### src/rtl/mux_sel_skid_if.sv
// ---------------------------------------------------------------------------
// mux_sel_skid_if
// Handshake and data bundle for the mux_sel_skid source selector.
//
// Signals
//   data_i     N_SRC*WIDTH  source channels, channel k at [k*WIDTH +: WIDTH]
//   selector   SEL_W        source code, meaningful only with in_valid
//   in_valid   1            producer offers a selection
//   in_ready   1            selector can take a selection this cycle
//   data_o     WIDTH        registered selected value
//   out_valid  1            data_o holds an undelivered result
//   out_ready  1            consumer takes data_o this cycle
//   sel_err    1            sticky flag: an out-of-range code was accepted
//   clr_err    1            synchronous clear of sel_err
//
// Modports
//   master  producer/consumer side (drives requests, out_ready, clr_err)
//   slave   the selector itself
// ---------------------------------------------------------------------------
interface mux_sel_skid_if #(
    parameter int WIDTH = 32,
    parameter int N_SRC = 3,
    parameter int SEL_W = 2
);
    logic [N_SRC*WIDTH-1:0] data_i;
    logic [SEL_W-1:0]       selector;
    logic                   in_valid;
    logic                   in_ready;
    logic [WIDTH-1:0]       data_o;
    logic                   out_valid;
    logic                   out_ready;
    logic                   sel_err;
    logic                   clr_err;

    modport master (
        output data_i, selector, in_valid, out_ready, clr_err,
        input  in_ready, data_o, out_valid, sel_err
    );

    modport slave (
        input  data_i, selector, in_valid, out_ready, clr_err,
        output in_ready, data_o, out_valid, sel_err
    );
endinterface

### src/rtl/mux_sel_skid.sv
// ---------------------------------------------------------------------------
// mux_sel_skid
// N-source selector with one constant input, a registered output stage and a
// one-entry skid buffer so a stalled consumer can back-pressure the producer
// without losing a selection that was already accepted.
//
// Code map: 0 -> channel 0, 1 -> CONST_VAL, 2..N_SRC -> channel code-1,
//           anything above N_SRC -> 0 and raises the sticky sel_err flag.
//
// Ports
//   clk    in  rising-edge clock
//   reset  in  asynchronous reset, active-low
//   bus    slave modport of mux_sel_skid_if (request, result, error flag)
// ---------------------------------------------------------------------------
module mux_sel_skid #(
    parameter int               WIDTH     = 32,
    parameter int               N_SRC     = 3,
    parameter int               SEL_W     = 2,
    parameter logic [WIDTH-1:0] CONST_VAL = WIDTH'(4)
) (
    input  logic          clk,
    input  logic          reset,
    mux_sel_skid_if.slave bus
);

    typedef enum logic [1:0] {
        EMPTY = 2'd0,
        ONE   = 2'd1,
        TWO   = 2'd2
    } state_t;

    localparam logic [SEL_W-1:0] LP_MAX_CODE = SEL_W'(N_SRC);

    state_t           r_state;
    state_t           w_next_state;
    logic [WIDTH-1:0] r_data_out;
    logic [WIDTH-1:0] r_skid_data;
    logic             r_sel_err;
    logic [WIDTH-1:0] w_sel_value;
    logic             w_accept;
    logic             w_pop;
    logic             w_bad_code;

    // Handshake flags decode straight from the state register, so in_ready
    // never combinationally depends on out_ready.
    assign bus.in_ready  = (r_state != TWO);
    assign bus.out_valid = (r_state != EMPTY);
    assign bus.data_o    = r_data_out;
    assign bus.sel_err   = r_sel_err;

    assign w_accept   = bus.in_valid & bus.in_ready;
    assign w_pop      = bus.out_valid & bus.out_ready;
    assign w_bad_code = (bus.selector > LP_MAX_CODE);

    // Source selection; out-of-range codes fall through to zero.
    always_comb begin
        w_sel_value = '0;
        if (bus.selector == '0) begin
            w_sel_value = bus.data_i[0 +: WIDTH];
        end else if (bus.selector == SEL_W'(1)) begin
            w_sel_value = CONST_VAL;
        end else begin
            for (int k = 2; k <= N_SRC; k++) begin
                if (bus.selector == SEL_W'(k)) begin
                    w_sel_value = bus.data_i[(k-1)*WIDTH +: WIDTH];
                end
            end
        end
    end

    // Next-state logic for the two-entry occupancy tracker.
    always_comb begin
        w_next_state = r_state;
        case (r_state)
            EMPTY: begin
                if (w_accept) w_next_state = ONE;
            end
            ONE: begin
                if (w_pop && !w_accept)      w_next_state = EMPTY;
                else if (!w_pop && w_accept) w_next_state = TWO;
            end
            TWO: begin
                if (w_pop) w_next_state = ONE;
            end
            default: w_next_state = EMPTY;
        endcase
    end

    always_ff @(posedge clk or negedge reset) begin
        if (!reset) begin
            r_state <= EMPTY;
        end else begin
            r_state <= w_next_state;
        end
    end

    // Data path: a new selection lands in the output register whenever that
    // register is free or being drained, otherwise it parks in the skid entry.
    // The skid entry drains into the output register on a pop from TWO.
    always_ff @(posedge clk or negedge reset) begin
        if (!reset) begin
            r_data_out  <= '0;
            r_skid_data <= '0;
        end else begin
            case (r_state)
                EMPTY: begin
                    if (w_accept) r_data_out <= w_sel_value;
                end
                ONE: begin
                    if (w_accept && w_pop)       r_data_out  <= w_sel_value;
                    else if (w_accept && !w_pop) r_skid_data <= w_sel_value;
                end
                TWO: begin
                    if (w_pop) r_data_out <= r_skid_data;
                end
                default: begin
                    r_data_out <= r_data_out;
                end
            endcase
        end
    end

    // Sticky error flag; a bad accept in the same cycle beats the clear.
    always_ff @(posedge clk or negedge reset) begin
        if (!reset) begin
            r_sel_err <= 1'b0;
        end else if (w_accept && w_bad_code) begin
            r_sel_err <= 1'b1;
        end else if (bus.clr_err) begin
            r_sel_err <= 1'b0;
        end
    end

endmodule

### src/flat_wrapper.sv
// flat-port wrapper written by rule: the top's interface ports become plain ports
module mux_sel_skid_flat 
#(
    parameter int               WIDTH     = 32,
    parameter int               N_SRC     = 3,
    parameter int               SEL_W     = 2,
    parameter logic [WIDTH-1:0] CONST_VAL = WIDTH'(4)
)
  (clk, reset, bus_data_i, bus_selector, bus_in_valid, bus_out_ready, bus_clr_err, bus_in_ready, bus_data_o, bus_out_valid, bus_sel_err);
  mux_sel_skid_if #(.WIDTH(WIDTH), .N_SRC(N_SRC), .SEL_W(SEL_W)) bus_i ();
  input  logic clk;
  input  logic reset;
  input wire logic [$bits(bus_i.data_i)-1:0] bus_data_i;
  input wire logic [$bits(bus_i.selector)-1:0] bus_selector;
  input wire logic [$bits(bus_i.in_valid)-1:0] bus_in_valid;
  input wire logic [$bits(bus_i.out_ready)-1:0] bus_out_ready;
  input wire logic [$bits(bus_i.clr_err)-1:0] bus_clr_err;
  output wire logic [$bits(bus_i.in_ready)-1:0] bus_in_ready;
  output wire logic [$bits(bus_i.data_o)-1:0] bus_data_o;
  output wire logic [$bits(bus_i.out_valid)-1:0] bus_out_valid;
  output wire logic [$bits(bus_i.sel_err)-1:0] bus_sel_err;
  assign bus_i.data_i = bus_data_i;
  assign bus_i.selector = bus_selector;
  assign bus_i.in_valid = bus_in_valid;
  assign bus_i.out_ready = bus_out_ready;
  assign bus_i.clr_err = bus_clr_err;
  assign bus_in_ready = bus_i.in_ready;
  assign bus_data_o = bus_i.data_o;
  assign bus_out_valid = bus_i.out_valid;
  assign bus_sel_err = bus_i.sel_err;
  mux_sel_skid #(.WIDTH(WIDTH), .N_SRC(N_SRC), .SEL_W(SEL_W), .CONST_VAL(CONST_VAL)) u_core (.clk(clk), .reset(reset), .bus(bus_i));
endmodule
### config.mk
export PLATFORM = sky130hd
export DESIGN_NAME = mux_sel_skid_flat
export DESIGN_NICKNAME = d
export VERILOG_FILES = /design/src/rtl/mux_sel_skid_if.sv /design/src/rtl/mux_sel_skid.sv /design/src/flat_wrapper.sv
export SDC_FILE = /design/constraint.sdc
export NUM_CORES = 1
export LEC_CHECK = 0
export ABC_AREA = 1
export BUFFER_PORTS_ARGS = -buffer_cell sky130_fd_sc_hd__buf_2
export CAP_MARGIN = 10
export CORE_ASPECT_RATIO = 1.1
export CORE_MARGIN = 2
export CORE_UTILIZATION = 47
export CTS_BUF_LIST = sky130_fd_sc_hd__clkbuf_4 sky130_fd_sc_hd__clkbuf_8
export CTS_CLUSTER_DIAMETER = 60
export DETAILED_ROUTE_END_ITERATION = 7
export PLACE_DENSITY = 0.77
export SLEW_MARGIN = 30
export SYNTH_ARGS = -nofsm -noshare
export SYNTH_HDL_FRONTEND = slang
export SYNTH_SLANG_ARGS = --single-unit
### constraint.sdc
create_clock -name clk -period 1.4 [get_ports clk]
set_input_delay 0.28 -clock clk [delete_from_list [all_inputs] [get_ports clk]]
set_output_delay 0.28 -clock clk [all_outputs]
set_load 0.02 [all_outputs]
==> qor.txt <==
Final setup vio count - 2
Max Used Layer - met4
Critical path origin - u_core.r_state[0]$_DFFE_PN0P_
Total gr overflow - 0
Die area - 0.00863 mm^2
Synth Area per Inst - 6.86 um^2
FF-to-FF setup slack - 0 ns
CP max-delay cell - dfrtp_1
I/O Pins - 138
CP Data Required Time - 1.12 ns
# diodes - 0
Clock Root Buffer - clkbuf_8
P_leak - 2.95 nW
Sequential Power Share - 0.387
Hold endpoint - u_core.r_state[1]$_DFFE_PN0P_
CP peak stage delay - 0.39 ns
Final Hold Fails - 0
Post-DP HPWL - 7.21 mm
Clk pwr share - 0.170
CTS clk-pin slew, worst paths - 0.06 ns
Worst IR Drop VDD - 0.759 mV
First-pass GRT wire length - 16.8 mm
PortBufs - 135
Core ar. - 0.00778 mm^2
Clock Latency Late Sink - 0.33 ns
Synth warn - 0
Final non-filler cell total - 798
Final count of pins violating max slew - 0
Row Count - 34
Switch share - 0.403
Initial Util - 0.477
CTS Buf Count - 9
CP Class - register to primary output
DRT Wirelength - 10.8 mm
Area of the multi-input gates - 0.00189 mm^2
Crit path buf inv count - 3
Share of cells above drive strength 1 - 0.284
P_sw - 3.39 mW
Synthesized flop and latch total - 66
Reg-to-reg startpoint - u_core.r_state[1]$_DFFE_PN0P_
Wire length on met1 - 4.52 mm
Crit Path Max Fanout - 2
Cell Area, Synth - 0.00372 mm^2
Die Width - 88.8 um
Initial antenna violation count - 0
Worst setup SP type - register
Dpl cells - 767
Fin crit share - 1.01
DR WL/cell - 13.5 um
Fin nets - 788
Register-to-Register Path Depth - 7
Placer Congestion - 0.781
TritonCTS clock tree - done
Global Route Usage Sum - 0.243
Reg2reg end - u_core.r_skid_data[26]$_DFFE_PN0P_
Synthesis-to-layout area growth - 35.6%
H-tree levels - 3
Via count - 4134
Clock Sinks - 66
Syn_nets - 645
Vias per cell - 5.18
Post-synth cell types - 16
Crit. End Element - primary output
DRC - 0
Starting DRT DRC Count - 212
Crit-path leading delay family - flip-flops
Sequential area share after synthesis - 0.444
Routed Antenna Nets - 0
Unrepaired setup endpoints after global routing - yes
Number of global-route vias before repair - 3791
Failing checks - setup timing
Post-Syn Instances - 542
Max Root-Sink Buffers - 2
FF/Latch Area - 0.00165 mm^2
Comb pwr share - 0.444
Fill count - 717
PD cells - 1670 mW/mm^2
Pre-CTS worst setup slack - -0.0161 ns
MaxCap Viol Count - 0
Minimum clock period - 1.41 ns
Crit-path cells - inv_2, nand2_4, buf_12, buf_8
Die height - 97.3 um
Status - complete, but fails checks
Largest net degree at the start of global routing - 48
Arr. time, crit path - 1.13 ns
Hold path cells - 2
DR WL met3 - 793 um
WL met2 - 5.38 mm
Pint - 5.01 mW
Setup WS post-layout - -0.0132 ns
Clock Skew - 0.00825 ns
Worst hold path class - primary input to register
Overall power - 8.40 mW
Peak Freq - 708 MHz
TritonRoute pass-1 iters - 5
Startpoint of the worst hold path - bus_out_ready
## synthesized netlist by cell type
cell | number | share of area
nand2_1 | 234 | 0.24
nand3_1 | 95 | 0.13
dfrtp_1 | 66 | 0.44
nor2_1 | 65 | 0.066
nand4_1 | 32 | 0.054
buf_2 | 26 | 0.035
buf_4 | 6 | 0.012
clkbuf_1 | 5 | 0.0051
inv_1 | 4 | 0.0040
inv_2 | 3 | 0.0030
conb_1 | 1 | 0.0010
nand2_2 | 1 | 0.0017
nor2_2 | 1 | 0.0017
nor3_4 | 1 | 0.0044
o21ai_0 | 1 | 0.0013
xnor2_1 | 1 | 0.0024
## worst register-to-register path: stages (launching register included)
cell and delay (ns):
dfrtp_2 0.45, inv_2 0.11, nand2_4 0.07, nor3_4 0.22, buf_12 0.15, bufinv_16 0.18, nand2_1 0.06, nand2_1 0.05
## sequential cells by signal (all words and copies together) (netlist names)
signal and count:
u_core.bus.data_o 32, u_core.r_skid_data 32, u_core.r_state 2
## layout by cell type, fill, tap and decap left out, types with 8 or more instances in the layout
cell,Yosys,routed
buf_12,0,8
dfrtp_1,66,65
nand2_1,234,229
nand3_1,95,95
nand4_1,32,32
nor2_1,65,65
buf_4,6,14
buf_2,26,133
clkbuf_8,0,10
## power by group through the flow
| stage | logic, mW | registers (mW) | clock network [mW] |
|---|---|---|---|
| after floorplan | 1.67 | 3.67 | 0 |
| after global placement | 3.11 | 3.24 | 0 |
| after detailed placement | 3.22 | 3.25 | 0 |
| after CTS | 3.33 | 3.23 | 1.46 |
| after global routing | 4.12 | 3.36 | 1.56 |
| final | 3.73 | 3.25 | 1.43 |
## worst max path at each step
stage	to	cells after the start
3_3_place_gp	u_core.r_state[1]$_DFFE_PN0P_	5
6_report	bus_in_ready	4
2_1_floorplan	u_core.bus.data_o[5]$_DFFE_PN0P_	8
4_1_cts	bus_out_valid	4
5_1_grt	u_core.r_skid_data[19]$_DFFE_PN0P_	7
3_5_place_dp	u_core.r_state[1]$_DFFE_PN0P_	5
## stage by stage
| stage | hold WS [ns] | instance area [um^2] | setup TNS (ns) | util |
|---|---|---|---|---|
| 3_3_place_gp | 0.203 | 4570 | 0 | 0.586 |
| 6_report | 0.235 | 5040 | -0.0243 | 0.647 |
| 5_1_grt | 0.251 | 5040 | -1.00 | 0.647 |
| 2_1_floorplan | -0.0156 | 3720 | 0 | - |
| 3_5_place_dp | 0.214 | 4570 | -0.0161 | 0.586 |
| 4_1_cts | 0.218 | 4800 | -0.0231 | 0.617 |
## cell families (layout without fill, tap and decap cells)
kind of cell,after synthesis,after routing,synth area share
compound gates,1,1,0.00135
other cells,1,1,0.00101
xor+xnor,1,1,0.00236
buf+inv,44,192,0.0593
flops,66,66,0.444
simple gates,429,429,0.492
## layer usage
layer / vias to the layer above / GRT usage
met5: - / 0
met4: 0 / 0.0816
met3: 7 / 0.0442
met2: 146 / 0.402
met1: 1939 / 0.319
li1: 2042 / -
## what timing repair did
item,4_1_cts,5_1_grt
hold buffers,1,0
gates cloned,0,6
endpoints found under the setup margin,3,47
pin swaps,0,2
buffers inserted,4,4
endpoints found under the hold margin,10,0
resized for setup,8,19
## final cells by class
cell class | instances | share of cell area
Clock buffer | 13 | 0.0318
Clock inverter | 3 | 0.00298
Inverter | 7 | 0.0104
Multi-Input combinational cell | 432 | 0.375
Sequential cell | 66 | 0.328
Tap cell | 108 | 0.0268
Timing Repair Buffer | 166 | 0.220
Timing Repair inverter | 3 | 0.00521
(Power assumes the default switching activity.)
